<file path="src/rtl/usb_txn_scheduler_if.sv">
// Bundle of requester-side and host-side signals for the two-requester USB transaction scheduler.
// The slave modport is the scheduler's view. The master modport is the requester/host environment's view.
interface usb_txn_scheduler_if;
  logic [1:0]  req;
  logic [3:0]  req_mode0;
  logic [3:0]  req_mode1;
  logic [63:0] req_wdata0;
  logic [63:0] req_wdata1;
  logic [1:0]  grant;
  logic [1:0]  done;
  logic        err;
  logic [63:0] rdata;
  logic        host_read;
  logic        host_write;
  logic [3:0]  host_mode;
  logic [3:0]  host_data_in;
  logic [1:0]  host_status;
  logic [3:0]  host_data_indx;
  logic [3:0]  host_data_out;

  modport master (
    output req, req_mode0, req_mode1, req_wdata0, req_wdata1,
    output host_status, host_data_indx, host_data_out,
    input  grant, done, err, rdata,
    input  host_read, host_write, host_mode, host_data_in
  );

  modport slave (
    input  req, req_mode0, req_mode1, req_wdata0, req_wdata1,
    input  host_status, host_data_indx, host_data_out,
    output grant, done, err, rdata,
    output host_read, host_write, host_mode, host_data_in
  );
endinterface

</file>
<file path="src/rtl/usb_txn_scheduler.sv">
// Round-robin scheduler that serialises two requesters onto a nibble-wide host port.
// Each transaction is: 16-nibble write, wait for status, 16-nibble indexed read, then a one-cycle completion.
module usb_txn_scheduler #(
  parameter int TIMEOUT = 1024
) (
  input  logic              clk,
  input  logic              rst,
  usb_txn_scheduler_if.slave bus
);

  localparam logic [15:0] TLAST = 16'(TIMEOUT - 1);

  typedef enum logic [2:0] {
    IDLE   = 3'd0,
    LOAD   = 3'd1,
    WAIT   = 3'd2,
    FETCH  = 3'd3,
    FINISH = 3'd4
  } state_t;

  state_t      state;
  logic        last;
  logic        sticky;
  logic [3:0]  k;
  logic [3:0]  k_nxt;
  logic [15:0] tcnt;
  logic [3:0]  mode_q;
  logic [63:0] wdata_q;
  logic [63:0] fbuf;
  logic [63:0] fetch_buf;
  logic        pick;
  logic        nib_bad;
  logic [3:0]  sel_mode;
  logic [63:0] sel_wdata;

  logic [1:0]  grant_q;
  logic [1:0]  done_q;
  logic        err_q;
  logic [63:0] rdata_q;
  logic        host_read_q;
  logic        host_write_q;
  logic [3:0]  host_mode_q;
  logic [3:0]  host_data_in_q;

  assign bus.grant        = grant_q;
  assign bus.done         = done_q;
  assign bus.err          = err_q;
  assign bus.rdata        = rdata_q;
  assign bus.host_read    = host_read_q;
  assign bus.host_write   = host_write_q;
  assign bus.host_mode    = host_mode_q;
  assign bus.host_data_in = host_data_in_q;

  // On a tie the requester that was not served last wins; a lone requester always wins.
  always_comb begin
    pick      = (bus.req == 2'b11) ? ~last : bus.req[1];
    sel_mode  = pick ? bus.req_mode1 : bus.req_mode0;
    sel_wdata = pick ? bus.req_wdata1 : bus.req_wdata0;
    k_nxt     = k + 4'd1;
    nib_bad   = (bus.host_data_indx != k);
    fetch_buf = fbuf;
    fetch_buf[{k, 2'b00} +: 4] = bus.host_data_out;
  end

  // Payload holding registers carry no control meaning and need no reset.
  always_ff @(posedge clk) begin
    if (state == IDLE && bus.req != 2'b00) begin
      mode_q  <= sel_mode;
      wdata_q <= sel_wdata;
    end
    if (state == FETCH) begin
      fbuf <= fetch_buf;
    end
  end

  always_ff @(posedge clk or posedge rst) begin
    if (rst) begin
      state          <= IDLE;
      last           <= 1'b1;
      sticky         <= 1'b0;
      k              <= 4'd0;
      tcnt           <= 16'd0;
      grant_q        <= 2'b00;
      done_q         <= 2'b00;
      err_q          <= 1'b0;
      rdata_q        <= 64'd0;
      host_read_q    <= 1'b0;
      host_write_q   <= 1'b0;
      host_mode_q    <= 4'd0;
      host_data_in_q <= 4'd0;
    end else begin
      done_q <= 2'b00;
      case (state)
        IDLE: begin
          if (bus.req != 2'b00) begin
            state          <= LOAD;
            last           <= pick;
            grant_q        <= pick ? 2'b10 : 2'b01;
            sticky         <= 1'b0;
            k              <= 4'd0;
            tcnt           <= 16'd0;
            host_write_q   <= 1'b1;
            host_mode_q    <= sel_mode;
            host_data_in_q <= sel_wdata[3:0];
          end
        end
        LOAD: begin
          if (k == 4'd15) begin
            state          <= WAIT;
            k              <= 4'd0;
            host_write_q   <= 1'b0;
            host_data_in_q <= 4'd0;
          end else begin
            k              <= k_nxt;
            host_data_in_q <= wdata_q[{k_nxt, 2'b00} +: 4];
          end
        end
        WAIT: begin
          // A definite host answer takes priority over the timeout on the same cycle.
          if (bus.host_status == 2'b01) begin
            state       <= FETCH;
            host_read_q <= 1'b1;
          end else if (bus.host_status[1] || tcnt == TLAST) begin
            state       <= FINISH;
            done_q      <= grant_q;
            err_q       <= 1'b1;
            host_mode_q <= 4'd0;
          end else begin
            tcnt <= tcnt + 16'd1;
          end
        end
        FETCH: begin
          if (k == 4'd15) begin
            state       <= FINISH;
            host_read_q <= 1'b0;
            host_mode_q <= 4'd0;
            done_q      <= grant_q;
            err_q       <= sticky | nib_bad;
            if (!(sticky | nib_bad)) begin
              rdata_q <= fetch_buf;
            end
          end else begin
            k      <= k_nxt;
            sticky <= sticky | nib_bad;
          end
        end
        FINISH: begin
          state   <= IDLE;
          grant_q <= 2'b00;
          err_q   <= 1'b0;
        end
        default: begin
          state        <= IDLE;
          grant_q      <= 2'b00;
          host_read_q  <= 1'b0;
          host_write_q <= 1'b0;
          host_mode_q  <= 4'd0;
        end
      endcase
    end
  end

endmodule

</file>
<file path="src/flat_wrapper.sv">
// flat-port wrapper written by rule: the top's interface ports become plain ports
module usb_txn_scheduler_flat 
#(
  parameter int TIMEOUT = 1024
)
  (clk, rst, bus_req, bus_req_mode0, bus_req_mode1, bus_req_wdata0, bus_req_wdata1, bus_host_status, bus_host_data_indx, bus_host_data_out, bus_grant, bus_done, bus_err, bus_rdata, bus_host_read, bus_host_write, bus_host_mode, bus_host_data_in);
  usb_txn_scheduler_if bus_i ();
  input  logic clk;
  input  logic rst;
  input wire logic [$bits(bus_i.req)-1:0] bus_req;
  input wire logic [$bits(bus_i.req_mode0)-1:0] bus_req_mode0;
  input wire logic [$bits(bus_i.req_mode1)-1:0] bus_req_mode1;
  input wire logic [$bits(bus_i.req_wdata0)-1:0] bus_req_wdata0;
  input wire logic [$bits(bus_i.req_wdata1)-1:0] bus_req_wdata1;
  input wire logic [$bits(bus_i.host_status)-1:0] bus_host_status;
  input wire logic [$bits(bus_i.host_data_indx)-1:0] bus_host_data_indx;
  input wire logic [$bits(bus_i.host_data_out)-1:0] bus_host_data_out;
  output wire logic [$bits(bus_i.grant)-1:0] bus_grant;
  output wire logic [$bits(bus_i.done)-1:0] bus_done;
  output wire logic [$bits(bus_i.err)-1:0] bus_err;
  output wire logic [$bits(bus_i.rdata)-1:0] bus_rdata;
  output wire logic [$bits(bus_i.host_read)-1:0] bus_host_read;
  output wire logic [$bits(bus_i.host_write)-1:0] bus_host_write;
  output wire logic [$bits(bus_i.host_mode)-1:0] bus_host_mode;
  output wire logic [$bits(bus_i.host_data_in)-1:0] bus_host_data_in;
  assign bus_i.req = bus_req;
  assign bus_i.req_mode0 = bus_req_mode0;
  assign bus_i.req_mode1 = bus_req_mode1;
  assign bus_i.req_wdata0 = bus_req_wdata0;
  assign bus_i.req_wdata1 = bus_req_wdata1;
  assign bus_i.host_status = bus_host_status;
  assign bus_i.host_data_indx = bus_host_data_indx;
  assign bus_i.host_data_out = bus_host_data_out;
  assign bus_grant = bus_i.grant;
  assign bus_done = bus_i.done;
  assign bus_err = bus_i.err;
  assign bus_rdata = bus_i.rdata;
  assign bus_host_read = bus_i.host_read;
  assign bus_host_write = bus_i.host_write;
  assign bus_host_mode = bus_i.host_mode;
  assign bus_host_data_in = bus_i.host_data_in;
  usb_txn_scheduler #(.TIMEOUT(TIMEOUT)) u_core (.clk(clk), .rst(rst), .bus(bus_i));
endmodule
</file>
<file path="config.mk">
export PLATFORM = sky130hd
export DESIGN_NAME = usb_txn_scheduler_flat
export DESIGN_NICKNAME = d
export VERILOG_FILES = /design/src/rtl/usb_txn_scheduler_if.sv /design/src/rtl/usb_txn_scheduler.sv /design/src/flat_wrapper.sv
export SDC_FILE = /design/constraint.sdc
export NUM_CORES = 1
export LEC_CHECK = 0
export BUFFER_PORTS_ARGS = -buffer_cell sky130_fd_sc_hd__buf_2
export CAP_MARGIN = 20
export CORE_MARGIN = 5
export CORE_UTILIZATION = 59
export CTS_CLUSTER_DIAMETER = 100
export CTS_CLUSTER_SIZE = 10
export DETAILED_ROUTE_END_ITERATION = 10
export GPL_TIMING_DRIVEN = 0
export PLACE_DENSITY = 0.85
export SLEW_MARGIN = 20
export SYNTH_ARGS = -nofsm -noshare
export SYNTH_HDL_FRONTEND = slang
export SYNTH_SLANG_ARGS = --single-unit
</file>
<file path="constraint.sdc">
create_clock -name clk -period 6.4 [get_ports clk]
set_clock_uncertainty 0.2 [all_clocks]
set_input_delay 0.32 -clock clk [delete_from_list [all_inputs] [get_ports clk]]
set_output_delay 0.32 -clock clk [all_outputs]
set_load 0.05 [all_outputs]
</file>
# Yosys cells after proc, flatten, opt, wreduce, memory -nomap -nowiden
# Cells that the tools add are included.
[classes] n_reduce_logical=25 n_shift=3 eq_ne=18 n_bitwise=7 n_mux=45 addsub=3
[op_table] cell="$bwmux W64" count=1
[op_table] cell="$mux W64" count=1
[op_table] cell="$shift A4 B8 Y64 const A" count=1
[op_table] cell="$shiftx A4 B8 Y64" count=1
[op_table] cell="$shiftx A64 B7 Y4" count=1
[op_table] cell="$mux W16" count=3
[op_table] cell="$mux W4" count=10
[op_table] cell="$pmux W16 S2" count=1
[op_table] cell="$add A16 B1 Y16 const B" count=1
[op_table] cell="$eq A16 B10 Y1 const B" count=1
[op_table] cell="$pmux W4 S4" count=1
[op_table] cell="$mux W3" count=5
[op_table] cell="$reduce_and A3 Y1" count=5
[op_table] cell="$pmux W3 S4" count=1
[op_table] cell="$pmux W4 S3" count=1
[op_table] cell="$reduce_and A4 Y1" count=3
[op_table] cell="$mux W2" count=5
[op_table] cell="$ne A2 B2 Y1 const B" count=5
[op_table] cell="$mux W1" count=9
[op_table] cell="$pmux W1 S3" count=3
[op_table] cell="$reduce_or A3 Y1" count=3
[op_table] cell="$neg A6 Y8" count=1
[op_table] cell="$pmux W2 S2" count=2
[op_table] cell="$pmux W4 S2" count=1
[op_table] cell="other kinds (21)" count=35
[word_totals] in_bits=150 word_cells=116 regBits=232 out_inout_bits=79

# Depth between registers and ports, before layout
[logic_depth] ltp_word=5 mapped_depth=10 ltp_nobuf=7

# Worst setup path after synthesis
# Ideal clock, no wire load.
[synth_timing] kind="flip-flop to flip-flop" start="register u_core.state[0]" end="register u_core.wdata_q[0], enable pin" setup_slack_ns=2.464 stages_incl_launch_ff=6 required_time_ns=5.747 n_path_buf=2 arrival_time_ns=3.282 path_cell_list="dfrtp_1 > nor3_1 > o21ai_1 > inv_1 > clkbuf_1 > clkbuf_1"
[synth_between] elab_chain_cells=2
[synth_rtl] item="start: declaration" line="usb_txn_scheduler.sv:21" rtl="state_t state;"
[synth_rtl] item="start signal: assignment" line="usb_txn_scheduler.sv:78" rtl="state <= IDLE;"
[synth_rtl] item="start signal: assignment" line="usb_txn_scheduler.sv:96" rtl="state <= LOAD;"
[synth_rtl] item="start signal: assignment" line="usb_txn_scheduler.sv:109" rtl="state <= WAIT;"
[synth_rtl] item="$logic_not A3 Y1" line="usb_txn_scheduler.sv:67" rtl="if (state == IDLE && bus.req != 2'b00) begin"
[synth_rtl] item="$logic_and A1 B1 Y1" line="usb_txn_scheduler.sv:67"
[synth_rtl] item="end signal: assignment" line="usb_txn_scheduler.sv:69" rtl="wdata_q <= sel_wdata;"
[synth_rtl] item="end: declaration" line="usb_txn_scheduler.sv:28" rtl="logic [63:0] wdata_q;"
# Every way passes these cells.
# A chain may end at the register's enable or synchronous reset.

# Worst setup path after layout
[layout_timing] start="register u_core.k[0]" end="register u_core.host_data_in_q[0], in the netlist u_core.bus.host_data_in[0]"
[layout_between] elab_chain_cells=4 word_cells_on_any_way=5
[layout_rtl] item="start: declaration" line="usb_txn_scheduler.sv:24" rtl="logic [3:0] k;"
[layout_rtl] item="start signal: assignment" line="usb_txn_scheduler.sv:114" rtl="k <= k_nxt;"
[layout_rtl] item="start signal: assignment" line="usb_txn_scheduler.sv:143" rtl="k <= k_nxt;"
[layout_rtl] item="$add A4 B1 Y4" line="usb_txn_scheduler.sv:59" rtl="k_nxt = k + 4'd1;"
[layout_rtl] item="$shiftx A64 B7 Y4" line="usb_txn_scheduler.sv:115" rtl="host_data_in_q <= wdata_q[{k_nxt, 2'b00} +: 4];"
[layout_rtl] item="$mux W4 (*)" line="usb_txn_scheduler.sv:108" rtl="if (k == 4'd15) begin"
[layout_rtl] item="$pmux W4 S2 (*)" line="usb_txn_scheduler.sv:93" rtl="case (state)"
[layout_rtl] item="end signal: assignment" line="usb_txn_scheduler.sv:104" rtl="host_data_in_q <= sel_wdata[3:0];"
[layout_rtl] item="end signal: assignment" line="usb_txn_scheduler.sv:115"
[layout_rtl] item="end: declaration" line="usb_txn_scheduler.sv:43" rtl="logic [3:0] host_data_in_q;"
# Every way passes the cells marked *; elsewhere a longest branch is shown, timed or not.

==> impl_results.md <==
- Delay-heaviest family, CP: buffers and inverters
- Worst-margin pin slew: 0.905 ns
- Worst hold path class: in -> reg
- Setup tns final: 0 ns
- Detailed Route WL: 32100 um
- Slowest stage delay, CP: 0.66 ns
- Final setup fails: 0
- 1st-iter DRT viols: 888
- Post-synthesis register bit count: 232
- WP data arrival: 3.81 ns
- Num ports: 229
- Overall die height: 145 um
- Largest net degree at the start of global routing: 69
- Htree depth: 1
- Critical path startpoint category: flip-flop
- Multiplexer share of the synthesized area: 24.0%
- Fill cells: 912
- Register area share after synthesis: 59.6%
- FP Rows: 49
- CTS Buf Count: 27
- Syn Inst Count: 761
- Vias/cell: 6.01
- CP Capture Type: flip-flop
- Num Clock Sinks: 232
- Top post-synthesis cells by area: edfxtp_1 36%, dfrtp_1 24%, mux2_2 19%
- CTS tree: done
- Achievable frequency: 274 MHz
- Antenna violations before repair: 0
- Synth cell count leaders: 184 x mux2_2, 128 x edfxtp_1, 103 x dfrtp_1, 45 x nor2_1, 37 x nand2_1
- PwrDens: 399 nW/um^2
- Routed wl met2: 16200 um
- Synth async-reset ratio: 44.8%
- Detailed Place HPWL: 18700 um
- Most used DFF post-synth: edfxtp_1
- Vias in the first global route: 9093
- YS warnings: 0
- Final instance area: 14500 sq um
- Status: finished clean
- Tmin final: 3.65 ns
- Slew Viols, Final: 0
- Avg Cell Area, Syn: 14.2 sq um
- RSZ-0062 raised after global routing: no
- Clk buf depth: 3
- Syn Nets: 916
- Number of synthesized flops with an enable pin: 128
- XOR/XNOR share of the synthesized area: 1.20%
- Gr usage total: 29.9%
- Nets: 1316
- Post-CTS setup buffers: 0
- Clock slew at the register clock pins of the worst setup and hold paths: 0.06 ns
- Input/output buffers: 228
- Worst path bufs/invs: 5
- P_leak: 6.43 nW
- Slowest CP cell: buf_1
- Critical path, cell by cell: buf_2 > inv_1 > ha_1 > buf_2 > clkbuf_1 > buf_1 > mux4_2 > mux2i_1 > o32a_1 > o21ai_0
- Compound-cell area share of the yosys netlist: 5.30%
- Initial Utilization: 60.0%
- Placed Area: 12300 sq um
- CP max FO: 10
- Adder-cell share of the synthesized area: 0.578%
- # DRC: 0
- Top-count cell post-synth: mux2_2
- Worst EP required: 6.56 ns
- Worst-Skew Late Latency: 0.52 ns
- Diodes inserted: 0
- Slew margin rel.: 39.7%
- Most frequent CP cell: buf_2
- DR WL/cell: 22.7 um
- Syn Std Cell Area: 10800 sq um
- Distinct cells, synth: 56
- Largest family of logic cells by synthesized area: multiplexers
- Ratio of cells with drive above 1 in the final layout: 41.7%
- Met3 WL post-DR: 3040 um
- GP Congestion: 0.865
- Final antenna-violating net count: 0
- Die extent in x: 145 um
- WS Path Type: reg -> reg
- Simple-gate share of the synthesized area: 7.44%
- Core area: 18000 sq um
- First-pass GRT wire length: 51000 um
- Crit share post-route: 57.1%
- Max-Cap Viols: 0
- Final hold violations: 0
- Die area: 21100 sq um
- Cell type with the largest total area after synthesis: edfxtp_1
- Root Driver: clkbuf_16
- Area growth syn-to-layout: 34.1%
- Met1 WL: 11500 um
- Top Layer Used: met4
- Top-area cell type share of the netlist area: 35.5%
- DR pass1 iterations: 5
- Global route overflow: 0
- Worst VDD drop: 0.000269 V
- Via count: 8470
[through the flow]
| stage | cells | total power [W] | utilization, % | hold WS, ns | setup WS, ns |
|---|---|---|---|---|---|
| after global routing | 1410 | 0.00605 | 80.5 | 0.0824 | 2.54 |
| after detailed placement | 1221 | 0.00421 | 68.4 | 0.148 | 2.95 |
| final | 1410 | 0.00579 | 80.5 | 0.0402 | 2.75 |
| after global placement | 1218 | 0.00413 | 67.9 | 0.282 | 1.38 |
| after floorplan | 761 | 0.00366 | - | 0.275 | 2.46 |
| after CTS | 1410 | 0.00569 | 80.5 | 0.0160 | 2.95 |
[flip-flops by register name, indices dropped and copies added (netlist names)]
name	count
u_core.bus.grant	2
u_core.fbuf	64
u_core.bus.host_read	1
u_core.tcnt	16
u_core.last	1
u_core.bus.host_write	1
u_core.sticky	1
u_core.state	3
u_core.bus.host_mode	4
u_core.bus.done	2
u_core.bus.err	1
u_core.bus.host_data_in	4
u_core.wdata_q	64
u_core.bus.rdata	64
u_core.k	4
[worst min-delay path: stages]
cell	delay [ns]
buf_2	0.13
o21ba_2	0.14
o21ai_0	0.07
nand2_1	0.07
[cells in the final DEF, fill, tap and decap left out, types with 13 or more instances in the layout]
master	count
mux2i_1	16
mux4_2	16
inv_1	13
buf_2	244
edfxtp_1	128
mux2_2	184
clkbuf_1	36
o21ai_0	32
dlygate4sd3_1	140
nor2_1	45
nand2_1	37
dfrtp_1	103
clkbuf_16	27
nand3_1	14
[metal layers]
layer	vias to the layer above	global-route usage, %
li1	3668	-
met1	4106	36.7
met2	580	51.5
met3	116	7.19
met4	0	11.6
met5	-	0
[kinds of logic (layout without fill, tap and decap cells)]
logic type      Yosys count  in the layout
simple gates            159            159
buf+inv                  50            470
fa+ha+maj                 5              5
mux                     216            216
compound gates           85             85
xor+xnor                 14             14
flops                   232            232
[final timing paths]
path	startpoint	to	slack [ns]	cells after the start
max	u_core.k[0]	u_core.bus.host_data_in[0]	2.75	10
min	bus_req[0]	u_core.bus.host_write	0.04	4
max reg2reg	u_core.k[0]	u_core.bus.host_data_in[0]	2.75	10
min reg2reg	u_core.bus.rdata[3]	u_core.bus.rdata[3]	0.30	1
max in group asynchronous	rst	u_core.last	5.18	4
min in group asynchronous	rst	u_core.bus.rdata[63]	0.15	3
[cell type report]
cell class | count | area (sq um) | area share, %
flip-flops and latches | 232 | 6450 | 44.5
multi-input cells | 479 | 4160 | 28.7
repair buffers | 371 | 2620 | 18.1
clock buffers | 47 | 751 | 5.18
well taps | 229 | 287 | 1.98
plain buffers | 35 | 155 | 1.07
inverters | 15 | 63.8 | 0.440
clock inverters | 2 | 17.5 | 0.121
[report_power, final]
group | leakage [nW] | switching, W | internal [W]
logic | 3.46 | 0.00128 | 0.000877
clock network | 0.365 | 0.000591 | 0.000790
registers | 2.61 | 0.000152 | 0.00209
[repair_timing]
action | in CTS | in global routing
resized for setup | 0 | 0
hold endpoints to repair | 113 | 0
hold buffers | 140 | 0
endpoints found under the setup margin | 0 | 0
Note: power is estimated with default switching activity, not from simulation.
